File: src/rtl/ram_frame_reader.sv
// rtl/ram_frame_reader.sv - drains one ping-pong buffer frame, re-streams it with first/last tags, reports per-frame peak |sample|
module ram_frame_reader #(
    parameter int WIDTH     = 32,
    parameter int DEPTH     = 16,
    parameter int IDX_WIDTH = $clog2(DEPTH),
    parameter int CNT_WIDTH = 16
) (
    input  logic                 clk_i,
    input  logic                 rst_i,
    input  logic                 enable_i,
    input  logic [WIDTH-1:0]     rd_data_i,
    input  logic                 rd_valid_i,
    output logic                 rd_ready_o,
    output logic [WIDTH-1:0]     sample_o,
    output logic                 sample_valid_o,
    input  logic                 sample_ready_i,
    output logic                 sample_first_o,
    output logic                 sample_last_o,
    output logic [IDX_WIDTH-1:0] sample_idx_o,
    output logic [WIDTH-1:0]     peak_o,
    output logic                 peak_valid_o,
    output logic [CNT_WIDTH-1:0] frame_count_o,
    output logic                 busy_o
);

    typedef enum logic [1:0] {IDLE, STREAM, DRAIN, REPORT} state_t;

    localparam logic [WIDTH-1:0]     MAX_POS  = {1'b0, {(WIDTH-1){1'b1}}};
    localparam logic [WIDTH-1:0]     MIN_NEG  = {1'b1, {(WIDTH-1){1'b0}}};
    localparam logic [IDX_WIDTH-1:0] LAST_IDX = IDX_WIDTH'(DEPTH - 1);

    state_t               state, state_nxt;
    logic [IDX_WIDTH-1:0] idx;
    logic [WIDTH-1:0]     running_peak;
    logic [WIDTH-1:0]     abs_data;
    logic                 up_xfer;
    logic                 dn_xfer;
    logic                 drain_done;
    logic                 last_xfer;

    // The most negative sample has no positive twin, so it clamps to the largest positive value.
    always_comb begin
        abs_data = rd_data_i;
        if (rd_data_i[WIDTH-1]) begin
            if (rd_data_i == MIN_NEG) begin
                abs_data = MAX_POS;
            end else begin
                abs_data = {WIDTH{1'b0}} - rd_data_i;
            end
        end
    end

    assign rd_ready_o   = (state == STREAM) && (!sample_valid_o || sample_ready_i);
    assign up_xfer      = rd_valid_i && rd_ready_o;
    assign dn_xfer      = sample_valid_o && sample_ready_i;
    assign drain_done   = !sample_valid_o || sample_ready_i;
    assign last_xfer    = up_xfer && (idx == LAST_IDX);
    assign sample_idx_o = idx;
    assign peak_valid_o = (state == REPORT);
    assign busy_o       = (state != IDLE);

    always_ff @(posedge clk_i or posedge rst_i) begin
        if (rst_i) begin
            state <= IDLE;
        end else begin
            state <= state_nxt;
        end
    end

    always_comb begin
        state_nxt = state;
        case (state)
            IDLE:    if (enable_i) state_nxt = STREAM;
            STREAM:  if (last_xfer) state_nxt = DRAIN;
            DRAIN:   if (drain_done) state_nxt = REPORT;
            REPORT:  state_nxt = enable_i ? STREAM : IDLE;
            default: state_nxt = IDLE;
        endcase
    end

    always_ff @(posedge clk_i or posedge rst_i) begin
        if (rst_i) begin
            idx            <= '0;
            running_peak   <= '0;
            sample_o       <= '0;
            sample_valid_o <= 1'b0;
            sample_first_o <= 1'b0;
            sample_last_o  <= 1'b0;
            peak_o         <= '0;
            frame_count_o  <= '0;
        end else begin
            if (up_xfer) begin
                sample_o       <= rd_data_i;
                sample_valid_o <= 1'b1;
                sample_first_o <= (idx == '0);
                sample_last_o  <= (idx == LAST_IDX);
                if (abs_data > running_peak) begin
                    running_peak <= abs_data;
                end
                idx <= (idx == LAST_IDX) ? '0 : idx + IDX_WIDTH'(1);
            end else if (dn_xfer) begin
                sample_valid_o <= 1'b0;
            end

            // Publish on entry to REPORT so peak_o/frame_count_o are already valid during the pulse.
            if (state == DRAIN && drain_done) begin
                peak_o        <= running_peak;
                frame_count_o <= frame_count_o + CNT_WIDTH'(1);
            end

            if (state == REPORT) begin
                running_peak <= '0;
            end
        end
    end

endmodule
File: config.mk
export PLATFORM = sky130hd
export DESIGN_NAME = ram_frame_reader
export DESIGN_NICKNAME = d
export VERILOG_FILES = /design/src/rtl/ram_frame_reader.sv
export SDC_FILE = /design/constraint.sdc
export NUM_CORES = 1
export LEC_CHECK = 0
export BUFFER_PORTS_ARGS = -buffer_cell sky130_fd_sc_hd__buf_2
export CORE_MARGIN = 2
export CORE_UTILIZATION = 55
export CTS_CLUSTER_SIZE = 8
export DETAILED_ROUTE_END_ITERATION = 12
export PLACE_DENSITY = 0.79
export SYNTH_ARGS = -nofsm -noshare
export SYNTH_HDL_FRONTEND = slang
export SYNTH_SLANG_ARGS = --single-unit
File: constraint.sdc
create_clock -name clk_i -period 7.9 [get_ports clk_i]
set_input_delay 1.58 -clock clk_i [delete_from_list [all_inputs] [get_ports clk_i]]
set_output_delay 1.58 -clock clk_i [all_outputs]
set_load 0.05 [all_outputs]
==> results.txt, run 1 <==
On the worst path, the slowest cell contributes a delay of 0.68 ns. STA classifies the critical path endpoint as a flop. Placeable core region: 0.0120 mm2.

For this run, the share of the core covered by cells in the final layout is 67.4%. The worst hold-check path type was reg2reg. The number of nets handed over by synthesis was 789.

Worst setup path category: in2reg. After clock tree synthesis, the repair step resized 0 gates. Deepest level of the CTS H-tree: 4. Counting both buffers and inverters, the worst setup path holds a total of 2.

Of all nets on the critical path, the largest fanout is 18. After synthesis the netlist holds a flip-flop and latch count of 121. The synthesized design devotes to its leading area cell type 44.9% of total area. The congestion estimate from routability-driven global placement came to 0.845.

The layout overhead on the synthesized area came out at 20.1%. Broken down by cell family, the worst path's largest delay share belongs to simple AND/OR/NAND/NOR gates. For the wire length of the first global-routing pass, the log shows 26.9 mm.

Summed over all failing endpoints, the final setup total negative slack is 0 ns. The post-synthesis cell count is 711. In this run the deepest clock path goes through 2 buffers.

The routed design uses 8.10 mm of met2 wire. The transition time of the tightest slew-check pin is 0.811 ns. Dominant combinational cell family by area after synthesis: simple AND/OR/NAND/NOR gates.

Counting flops with a built-in enable in the synthesized netlist gives 0. The largest net degree at the start of global routing is 66, and the overall die width is 115 um. The number of hold-repair buffers added at the cts stage is 0. Counting stages on the worst path, the most repeated cell is nand2_1. The final clock period utilization by the worst path is 76.7%, and the residual antenna-violating net count after detailed routing is 0. The first detailed-routing pass took 5 iterations. The run gives 0 as the total overflow reported by the global router. The initial utilization of the core area, before any placement, comes to 56.1%. The total leakage power came out at 4.00 nW. The flow ran to the end, and the final reports show no timing, DRC or antenna violations. The average wire length per cell after detail routing works out to 16.7 um. Measured against its own limit, the worst slew margin works out to 46.0%. The tools report the DRC violation total after the first TritonRoute iteration as 287. The die covers 0.0132 mm2.

The worst setup path is launched from an input pin. The total clock buffers created by CTS came out at 17. The highest metal layer with signal wires is met4. For the number of antenna violations at the first check in global routing, the log shows 0.

After layout, the minimum clock period comes to 6.06 ns. The tools report the worst setup slack before clock tree synthesis as 1.49 ns. 127 I/O pins were placed.

The mux cell area share after synthesis was 9.91%. For the row count, the log shows 40. Using the TritonRoute via totals, the vias-per-cell ratio works out to 5.78.

The clock transition time at the flip-flop clock pins of the worst setup and hold paths was 0.05 ns; the synthesized area per cell was 9.49 um2. Cell with the largest stage delay on the worst path: or4_1. The xor/xnor cell area share of the yosys netlist was 4.81%; the via count of the routed design was 5688. For this run, the total global-route usage over all layers was measured as 26.3%.

Post-route clock skew: 0.00601 ns. Share of synthesized area occupied by flip-flops and latches: 44.9%. In this run the vertical extent of the chip is 115 um. The post-detailed-placement half-perimeter wirelength was 12.1 mm; the area share of and/or/nand/nor cells after synthesis was 15.4%. At the worst endpoint, the required time is 8.20 ns. For the number of max-slew violations in the final report, the log shows 0.

The signal on the critical path passes through buf_2, or4_4, or4_1, nor4_1, a211o_1, nand2_1, ha_1, a211oi_1, o21ai_0, a221oi_1, nand2_1, o21ai_2, buf_4, mux2_2. The routed design uses 1.02 mm of met3 wire. Setup slack on the critical path of the routed design comes to 1.84 ns.

The total routed wirelength was 16.4 mm. The worst-case vdd ir drop came out at 0.000280 V. TritonCTS built the clock tree. The detailed router put a total of 7.01 mm of wire on met1. The number of unique standard cell types used by synthesis was 50. Setup repair after global routing left no endpoint under its margin.

In the post-synthesis netlist, the biggest area contributors are dfrtp_1 45%, mux2_2 7.7%, ha_1 7.6%. The run gives 0 as the final-report hold violation count. Summing the areas of all fa, ha and maj instances in the mapped netlist gives 7.61% of the synthesized area.

After synthesis, the share of flip-flops with an asynchronous set or reset is 100%. Ratio of total power to cell area: 418 mW/mm2. The run gives 121 as the number of clock sinks. The run gives 0 as the number of inserted diodes. The highest attainable clock frequency is 165 MHz, and the post-CTS setup buffer count is 0.

Port buffering added 126 buffers. The net count of the finished layout was 902; the overall power after layout was 3.39 mW. For this run, the leading register cell type out of synthesis is dfrtp_1. The max capacitance violation total is 0, and the total of warnings raised by yosys is 0.

For the source-to-sink clock delay at the later pin of the worst-skew pair, the log shows 0.42 ns. The layout cell share with drive strength beyond 1 is 26.4%. In the routed design, unresolved DRC markers number 0.

The tools report the via count of the first global-routing pass as 5505. The cell area that synthesis handed to floorplanning was 0.00674 mm2. dfrtp_1 takes more of the synthesized area than any other cell. The arrival time at the worst endpoint was 6.36 ns; the setup violation total in the final timing report was 0. Summing the areas of all compound-gate instances in the mapped netlist gives 12.5% of the synthesized area. The count of fill cells added during filler insertion was 956.

The cell sitting at the root of the clock tree is a clkbuf_16.
synth_stat cells (12+ instances only):
cell type,n
dfrtp_1,121
nand2_1,105
o21ai_0,60
inv_1,49
mux2_2,46
ha_1,41
a21oi_1,40
nor2_1,36
clkbuf_1,31
xnor2_1,19
xor2_1,18
mux2i_1,15
nand4_1,15
nand3_1,12
worst register-to-register path: stages (launching register included):
cell and delay (ns):
dfrtp_1 0.36, inv_1 0.11, ha_1 0.28, a211oi_1 0.26, o21ai_0 0.16, a221oi_1 0.33, nand2_1 0.17, o21ai_2 0.69
buf_4 0.41, mux2_2 0.38
layer usage:
layer  up-vias  global-route usage [%]
met5         -                       0
met4         0                    8.76
met3        27                    5.85
met2       215                    44.3
met1      2735                    33.9
li1       2711                       -
stage by stage:
stage,cells,instance area (um2),hold slack (ns)
2_1_floorplan,711,6740,0.460
3_3_place_gp,952,7460,0.458
3_5_place_dp,952,7460,0.469
4_1_cts,984,8100,0.481
5_1_grt,984,8100,0.496
6_report,984,8100,0.473
logic make-up after synthesis:
logic type	count (synthesis)
and+or+nand+nor	220
buffers and inverters	87
muxes	61
xor gates and xnor gates	37
adders and majority gates	41
AOI/OAI and AO/OA	144
DFF	121
registers in the layout, indices dropped and copies added, names as in the netlist:
signal	cells
sample_idx_o	4
state	2
sample_last_o	1
peak_o	32
sample_valid_o	1
frame_count_o	16
running_peak	32
sample_o	32
sample_first_o	1
where the power goes:
part | switching (mW) | total, mW | internal, mW | leakage [nW]
logic | 1.14 | 1.59 | 0.454 | 2.11
clock network | 0.274 | 0.825 | 0.551 | 0.316
registers | 0.125 | 0.972 | 0.846 | 1.58
total | 1.54 | 3.39 | 1.85 | 4.00
cells in the final DEF, fill, tap and decap left out, types with 4 or more instances in the layout:
cell type / count
or4_1: 6
bufinv_16: 4
buf_2: 126
inv_1: 48
nor3_1: 9
nand4_1: 15
and3_1: 4
nand2_1: 105
o31ai_1: 8
a21o_1: 4
mux2i_1: 15
clkinv_2: 5
ha_1: 41
mux2_2: 46
xor2_1: 18
dfrtp_1: 121
a21oi_1: 40
o41ai_1: 7
nand3_1: 12
nor4_1: 7
buf_4: 6
nand2b_1: 4
a31oi_1: 5
xnor2_1: 19
clkbuf_16: 17
and2_1: 6
o21ai_0: 60
nor2_1: 36
path summary, 6_finish.rpt:
kind,start,end,slack (ns),cells past startpoint
worst max-delay path,rd_data_i[2],running_peak[21],1.84,14
max in group asynchronous,rst_i,running_peak[23],5.33,3
worst min-delay path,peak_o[12],peak_o[12],0.47,2
worst min register to register,peak_o[12],peak_o[12],0.47,2
worst max register to register,running_peak[23],running_peak[21],4.64,9
min in group asynchronous,rst_i,frame_count_o[13],1.30,2
layout make-up:
class / count / area (um2) / share of cell area [%]
repair buffers: 132 / 676 / 8.34
inverters: 49 / 186 / 2.30
well taps: 147 / 184 / 2.27
flip-flops and latches: 121 / 3030 / 37.4
clock inverters: 12 / 170 / 2.10
clock buffers: 20 / 467 / 5.76
multi-input cells: 503 / 3390 / 41.9
Note: power is estimated with default switching activity, not from simulation.
==> inputs of run 2 (changes only) <==
- CORE_UTILIZATION: 55 -> 51
- PLACE_DENSITY: 0.79 -> 0.77
- clock period: 7.9 -> 4.91 ns (I/O delays scaled with it)
==> run 2 against run 1 <==
Compared with the run above:
- clock skew down 0.0011 ns
- clock power up 28%
- combinational power up 64%
- non-clock buffer count up 43
==> results.txt, run 2 (same netlist as run 1, synthesis figures left out) <==
Of the cells placed in the final design, the portion with a size suffix greater than 1 is 29.2%. The deepest level of the CTS H-tree came out at 4. The filler-free cell count of the finished design came out at 1052. In this run the count of I/O pins placed on the die edge is 127. The total global-route track usage was 23.9%. The routed layout has 5634 vias. The multi-input logic area was 0.00339 mm2. Relative to the synthesized area, the layout overhead comes to 23.7%. The count of cells resized by post-cts repair is 0, and the final-report hold violation count is 0. At the worst endpoint, the arrival time is 4.96 ns.

Post-detailed-placement half-perimeter wirelength: 12.1 mm. The logs give 0.41 ns for the source-to-sink clock delay at the later pin of the worst-skew pair and 63.8% for the final core area utilization. After clock tree synthesis, the clock-pin slew on the worst setup and hold paths is 0.05 ns. The tools report the root cell of the clock tree as clkbuf_16.

The overall die width was 119 um; the count of fill cells added during filler insertion was 1102. The height of the die is 119 um, and the number of antenna violations at the first check in global routing is 0. The floorplan step defined a core boundary enclosing 0.0131 mm2.

In this run the worst path has a maximum fanout of 16. In this run the critical register-to-register path is launched from state[1]. The global placement routability congestion is 0.871, and the ratio of total power to cell area is 625 mW/mm2.

At the pin with the least slew margin, the transition time is 0.978 ns. The logs give 5527 for the via count of the first global-routing pass and 274 for the DRC violation total after the first TritonRoute iteration. After detailed routing, the average wire length per cell comes to 15.4 um.

The tools report the number of inserted diodes as 0. The total clock buffers created by CTS was 17. Entering global routing, the biggest net connects 66 pins. The run finished with clean final reports. In the final layout, the registers with the most flip-flops are peak_o (32), running_peak (32), sample_o (32). The floorplan has 42 rows. The worst setup path is captured at a flop. By startpoint and endpoint, the worst setup path is classified as in2reg. The library cells used most frequently in the layout, excluding fill and tap cells, are 126 x buf_2, 121 x dfrtp_1, 104 x nand2_1. The tree built by TritonCTS fans out to 121 sinks. In this run the post-CTS setup repair buffer count came out at 0. The tools report the startpoint class of the critical path as an input pin. Timing would allow up to 214 MHz. Setup repair after global routing left no endpoint under its margin.

Counting tap cells, the placed design contains a total of 1024 instances. The logs give 0 for the number of hold-repair buffers added at the cts stage and 0.0142 mm2 for the area of the die. Global routing finished with a remaining overflow of 0. The worst hold path belongs to the class reg2reg.

The tools report the sequential cell area in the final layout as 0.00303 mm2. The run gives 945 as the net count of the finished layout. The maximum number of buffers from clock root to sink was 2. The critical path ends at running_peak[15]. In this run the static leakage power is 4.14 nW.

The pre-antenna-repair detailed-routing pass consisted of 5 iterations. The first global-routing pass estimated 26.8 mm of wire. The capture instance of the worst register-to-register path was running_peak[0]. Across the run, the number of max-cap violations was 0.

The detailed-route vias per instance was 5.36. The worst hold path begins at frame_count_o[15]. In the finished design, the share of the clock period the worst path needs comes to 95.1%.

The number of I/O port buffers came out at 126. The number of cells on the worst reg-to-reg path is 8. IR analysis of the VDD net gives a maximum drop of 0.000333 V. The logs give 0.00785 mm2 for the post-detailed-placement cell area and 0 for the setup violation total in the final timing report.

The most critical setup path has its startpoint at rd_data_i[2]. The run gives 51.5% as the initial core utilization. Worst slew slack as a fraction of its limit: 34.6%. In this run the remaining antenna-violating nets after routing total 0. TritonCTS built the clock tree. The design draws 5.22 mW.

After routing the design area is 0.00835 mm2. The tools report the number of max-slew violations in the final report as 0. The library cell used most frequently in the layout, excluding fill and tap cells, is buf_2.

The run gives 2.28 ns as the internal reg-to-reg setup slack. For this run, design rule violations remaining after detail routing come to 0. After layout, the minimum clock period comes to 4.67 ns.

Summed over all layers, the routed wires come to 16.2 mm. The number of stages on the worst hold path came out at 1. Across the routed clock network, the largest skew measured is 0.00493 ns.

STA puts the critical path data required time at 5.20 ns.
[run 2: changes by cell type in the layout (fill, tap and decap cells not counted), sizes merged]
cell and delta:
inv -1, clkbuf +4, buf +43, clkinv -3, bufinv -4
[run 2: layout make-up]
class | instances | area share, %
Multi-Input combinational cell | 503 | 40.7
Clock buffer | 24 | 5.65
Clock inverter | 4 | 0.270
Inverter | 49 | 2.23
Timing Repair Buffer | 175 | 12.3
Tap cell | 176 | 2.64
Sequential cell | 121 | 36.3
[run 2: worst max-delay path: stages]
cell,delay [ns]
buf_2,0.11
or4_4,0.52
or4_1,0.55
o41ai_1,0.36
xor2_1,0.31
nand2_1,0.10
ha_1,0.31
nand4_1,0.16
buf_4,0.18
nor4_1,0.38
a31o_2,0.22
a31oi_1,0.06
o21ai_2,0.15
buf_12,0.20
mux2_2,0.36
[run 2: worst min-delay path by stage]
| stage | slack (ns) | to |
|---|---|---|
| floorplan | 0.46 | peak_o[0] |
| CTS | 0.47 | frame_count_o[15] |
| global placement | 0.46 | frame_count_o[15] |
| finish | 0.47 | frame_count_o[15] |
| detailed placement | 0.46 | frame_count_o[15] |
| global route | 0.50 | sample_first_o |
[run 2: layer usage]
metal  vias to the layer above  part of all wire (%)  GRT usage (%)
met4                         0                   1.5           8.48
met2                       161                    48           37.8
met5                         -                     0              0
met3                        21                   5.2           5.99
li1                       2782                     -              -
met1                      2670                    45           32.1
[run 2: report_power, final]
| part | leakage [nW] | internal [mW] | switching (mW) |
|---|---|---|---|
| sequential | 1.58 | 1.36 | 0.196 |
| combinational | 2.32 | 0.775 | 1.83 |
| clock | 0.242 | 0.655 | 0.405 |
| total | 4.14 | 2.79 | 2.43 |
[run 2: per-stage QoR]
step | setup TNS [ns] | hold WS [ns] | setup WS [ns]
6_report | 0 | 0.467 | 0.239
5_1_grt | 0 | 0.496 | 0.0404
4_1_cts | 0 | 0.470 | 0.313
3_5_place_dp | -2.07 | 0.460 | -0.112
3_3_place_gp | -0.322 | 0.456 | -0.0256
2_1_floorplan | 0 | 0.460 | 0.133
==> inputs of run 3 (changes only) <==
- ABC_AREA: unset -> 1
==> run 3 against run 2 <==
Compared with the run above:
- global-route usage is 2.2 points higher
- combinational power grew 2%
- routed wire length grew 13%
- first-iteration DRC count is 120% higher
- flip-flop and latch count did not move
- worst setup slack improved by 0.73 ns
- non-clock buffer count shrank 43
- clock power rose by 17%
==> results.txt, run 3 <==
The run finished with clean final reports. Initial core utilization: 51.6%. Summing the sequential cell areas from Yosys gives 42.7% of the chip area. The residual antenna-violating net count after detailed routing came out at 0. The number of max-slew violations in the final report was 0; the setup violation total in the final timing report was 0.

The die is 122 um wide. The run gives 1 as the number of antenna violations at the first check in global routing. Adding up every negative setup slack in the final design gives 0 ns. The longest clock path from root to sink contains 2 buffers. The share of flip-flops with an asynchronous set or reset after synthesis came out at 100%. The tools report the post-detailed-placement cell area as 0.00782 mm2.

Data arrives at the worst endpoint at 4.30 ns. After the last flow step, the layout net total stands at 1101. The library cells used most frequently in the layout, excluding fill and tap cells, are 240 x nand2_1, 126 x buf_2, 121 x dfrtp_1. The wire length the detailed router placed on met1 was 8.51 mm; the post-route clock skew was 0.00776 ns. The detailed router placed 6502 vias in this run.

Measured on the finished design, the core utilization comes to 61.2%. In this run, the number of DRC markers left after iteration 0 of detailed routing was 594. Met2 routed wirelength: 8.29 mm.

After detailed routing, the total wire length is 18.3 mm. Detailed placement ended at an HPWL of 13.4 mm. For the source-to-sink clock delay at the later pin of the worst-skew pair, the log shows 0.42 ns. The logs give 17 for the total clock buffers created by CTS and 0.0137 mm2 for the placeable core region. The via count of the first global-routing pass was 6069; the final clock period utilization by the worst path was 80.3%. After clock tree synthesis, the clock-pin slew on the worst setup and hold paths is 0.06 ns. The height of the die came out at 122 um. The post-synthesis cell count is 909, and the ratio of total power to cell area is 654 mW/mm2. Max-cap violations in this run came to 0. Counting flops with a built-in enable in the synthesized netlist gives 0. Yosys instantiated no cell more often than nand2_1. From synthesis to final layout, the design area changed by 18.6%. Highest metal layer with signal wires: met4. In the synthesized netlist, the cells that appear most often are 240 x nand2_1, 121 x dfrtp_1, 111 x inv_1.

The run gives 4 as the deepest level of the CTS H-tree. Dividing the detail-routed via count by the number of cells gives 5.34. TritonCTS built the clock tree. The startpoint class of the critical path was an input pin. The final critical-path required period was 3.94 ns; the worst slew slack as a fraction of its limit was 33.0%. For this design the static power due to leakage is 4.59 nW.

For this run, the leading register cell type out of synthesis is dfrtp_1. The run gives 0 as the count of cells resized by post-cts repair. The worst setup path is captured at a flop. The wire length of the first global-routing pass was 30.3 mm.

For this run the aggregate overflow at the end of global routing stands at 0. After detailed routing, the number of remaining DRC violations is 0. Area fraction of the dominant cell type after synthesis: 42.7%. Of the cells placed in the final design, the portion with a size suffix greater than 1 is 19.7%. For this design the top-level I/O count stands at 127. The synthesized design spends more area on one cell type than any other, namely dfrtp_1. A synthesized cell averages 7.79 um2.

After routing the design area is 0.00840 mm2. Synthesis produced a netlist with a net count of 987. Entering global routing, the biggest net connects 122 pins. The data required time of the critical path came out at 5.27 ns. VDD sags by at most 0.000494 V.

The number of hold-repair buffers added at the cts stage was 0; the total of warnings raised by yosys was 0. The most common cell after layout, fill and taps aside was nand2_1. Timing would allow up to 254 MHz. The tree is rooted in a clkbuf_16. Input and output buffers added on the ports amount to 126. Before antenna repair, the detailed router went through 5 iterations. The run gives 0.0148 mm2 as the area of the die. Setup repair after global routing left no endpoint under its margin. The average wire length per cell after detail routing was 15.0 um; the final-report hold violation count was 0. The largest registers in the layout are peak_o (32), running_peak (32), sample_o (32). By area the synthesized netlist is led by dfrtp_1 43%, nand2_1 13%, ha_1 7.2%. The run gives 26.1% as the total global-route track usage. After synthesis the netlist holds a flip-flop and latch count of 121. Summing every instance area after synthesis gives 0.00708 mm2. The congestion estimate from routability-driven global placement came to 0.983. The worst setup path category was in2reg. Summed over all nets, wire length on met3 after detailed routing comes to 1.18 mm.

The run gives 121 as the number of clock sinks. The worst hold-check path type is reg2reg. In this run the worst path has a maximum fanout of 28.

The row count is 43, and the transition time of the tightest slew-check pin is 1.00 ns. The post-CTS setup buffer count was 0; the number of unique standard cell types used by synthesis was 32.
==> run 3: through the flow <==
stage | power [mW] | std cells | hold slack [ns] | setup slack [ns]
4_1_cts | 5.53 | 1216 | 0.470 | 1.01
3_5_place_dp | 4.28 | 1184 | 0.462 | 0.567
2_1_floorplan | 3.68 | 909 | 0.469 | 0.714
3_3_place_gp | 4.22 | 1184 | 0.449 | 0.695
5_1_grt | 5.84 | 1217 | 0.503 | 0.715
6_report | 5.50 | 1217 | 0.461 | 0.968
==> run 3: path summary, 6_finish.rpt <==
kind / from / to / slack [ns] / cells past startpoint
max: rd_data_i[0] / running_peak[12] / 0.97 / 20
min: frame_count_o[15] / frame_count_o[15] / 0.46 / 1
max reg2reg: state[1] / running_peak[12] / 2.66 / 9
min reg2reg: frame_count_o[15] / frame_count_o[15] / 0.46 / 1
max in group asynchronous: rst_i / running_peak[29] / 3.72 / 3
min in group asynchronous: rst_i / peak_o[2] / 0.72 / 3
==> run 3: worst max-delay path, stage by stage <==
cell and delay, ns:
buf_2 0.09, inv_1 0.12, ha_1 0.22, nand2_2 0.11, nor2_4 0.10, nand2_2 0.08, nor2_4 0.13, nand4_4 0.50
nand3_1 0.38, ha_1 0.29, a21oi_1 0.15, o21ai_0 0.12, nand2_1 0.08, nand2_1 0.05, a21oi_1 0.15, nand2_2 0.08
nand2_1 0.24, buf_12 0.22, nand3_1 0.09, nand2_1 0.11
==> run 3: power by group <==
group          internal, mW  switching [mW]
Combinational         0.609            2.03
Sequential             1.39           0.233
Clock                 0.774           0.462
==> run 3: logic make-up after synthesis <==
kind of cell | share of synthesized area, %
AOI/OAI and AO/OA | 7.63
buffers and inverters | 8.81
DFF | 42.7
xor gates and xnor gates | 1.98
adders and majority gates | 7.24
and+or+nand+nor | 31.6
==> run 3: cell type report <==
cell class	count	area [um2]
fill	1279	5320
multi-input combinational	637	3430
sequential	121	3030
timing repair buffer	132	701
clock buffer	22	464
inverter	114	430
tap	180	225
clock inverter	10	119
antenna	1	2.50
==> run 3: routing by layer <==
metal	track usage (%)	vias to the layer above
li1	-	3200
met1	36.6	3052
met2	39.9	223
met3	5.57	27
met4	9.41	0
met5	0	-
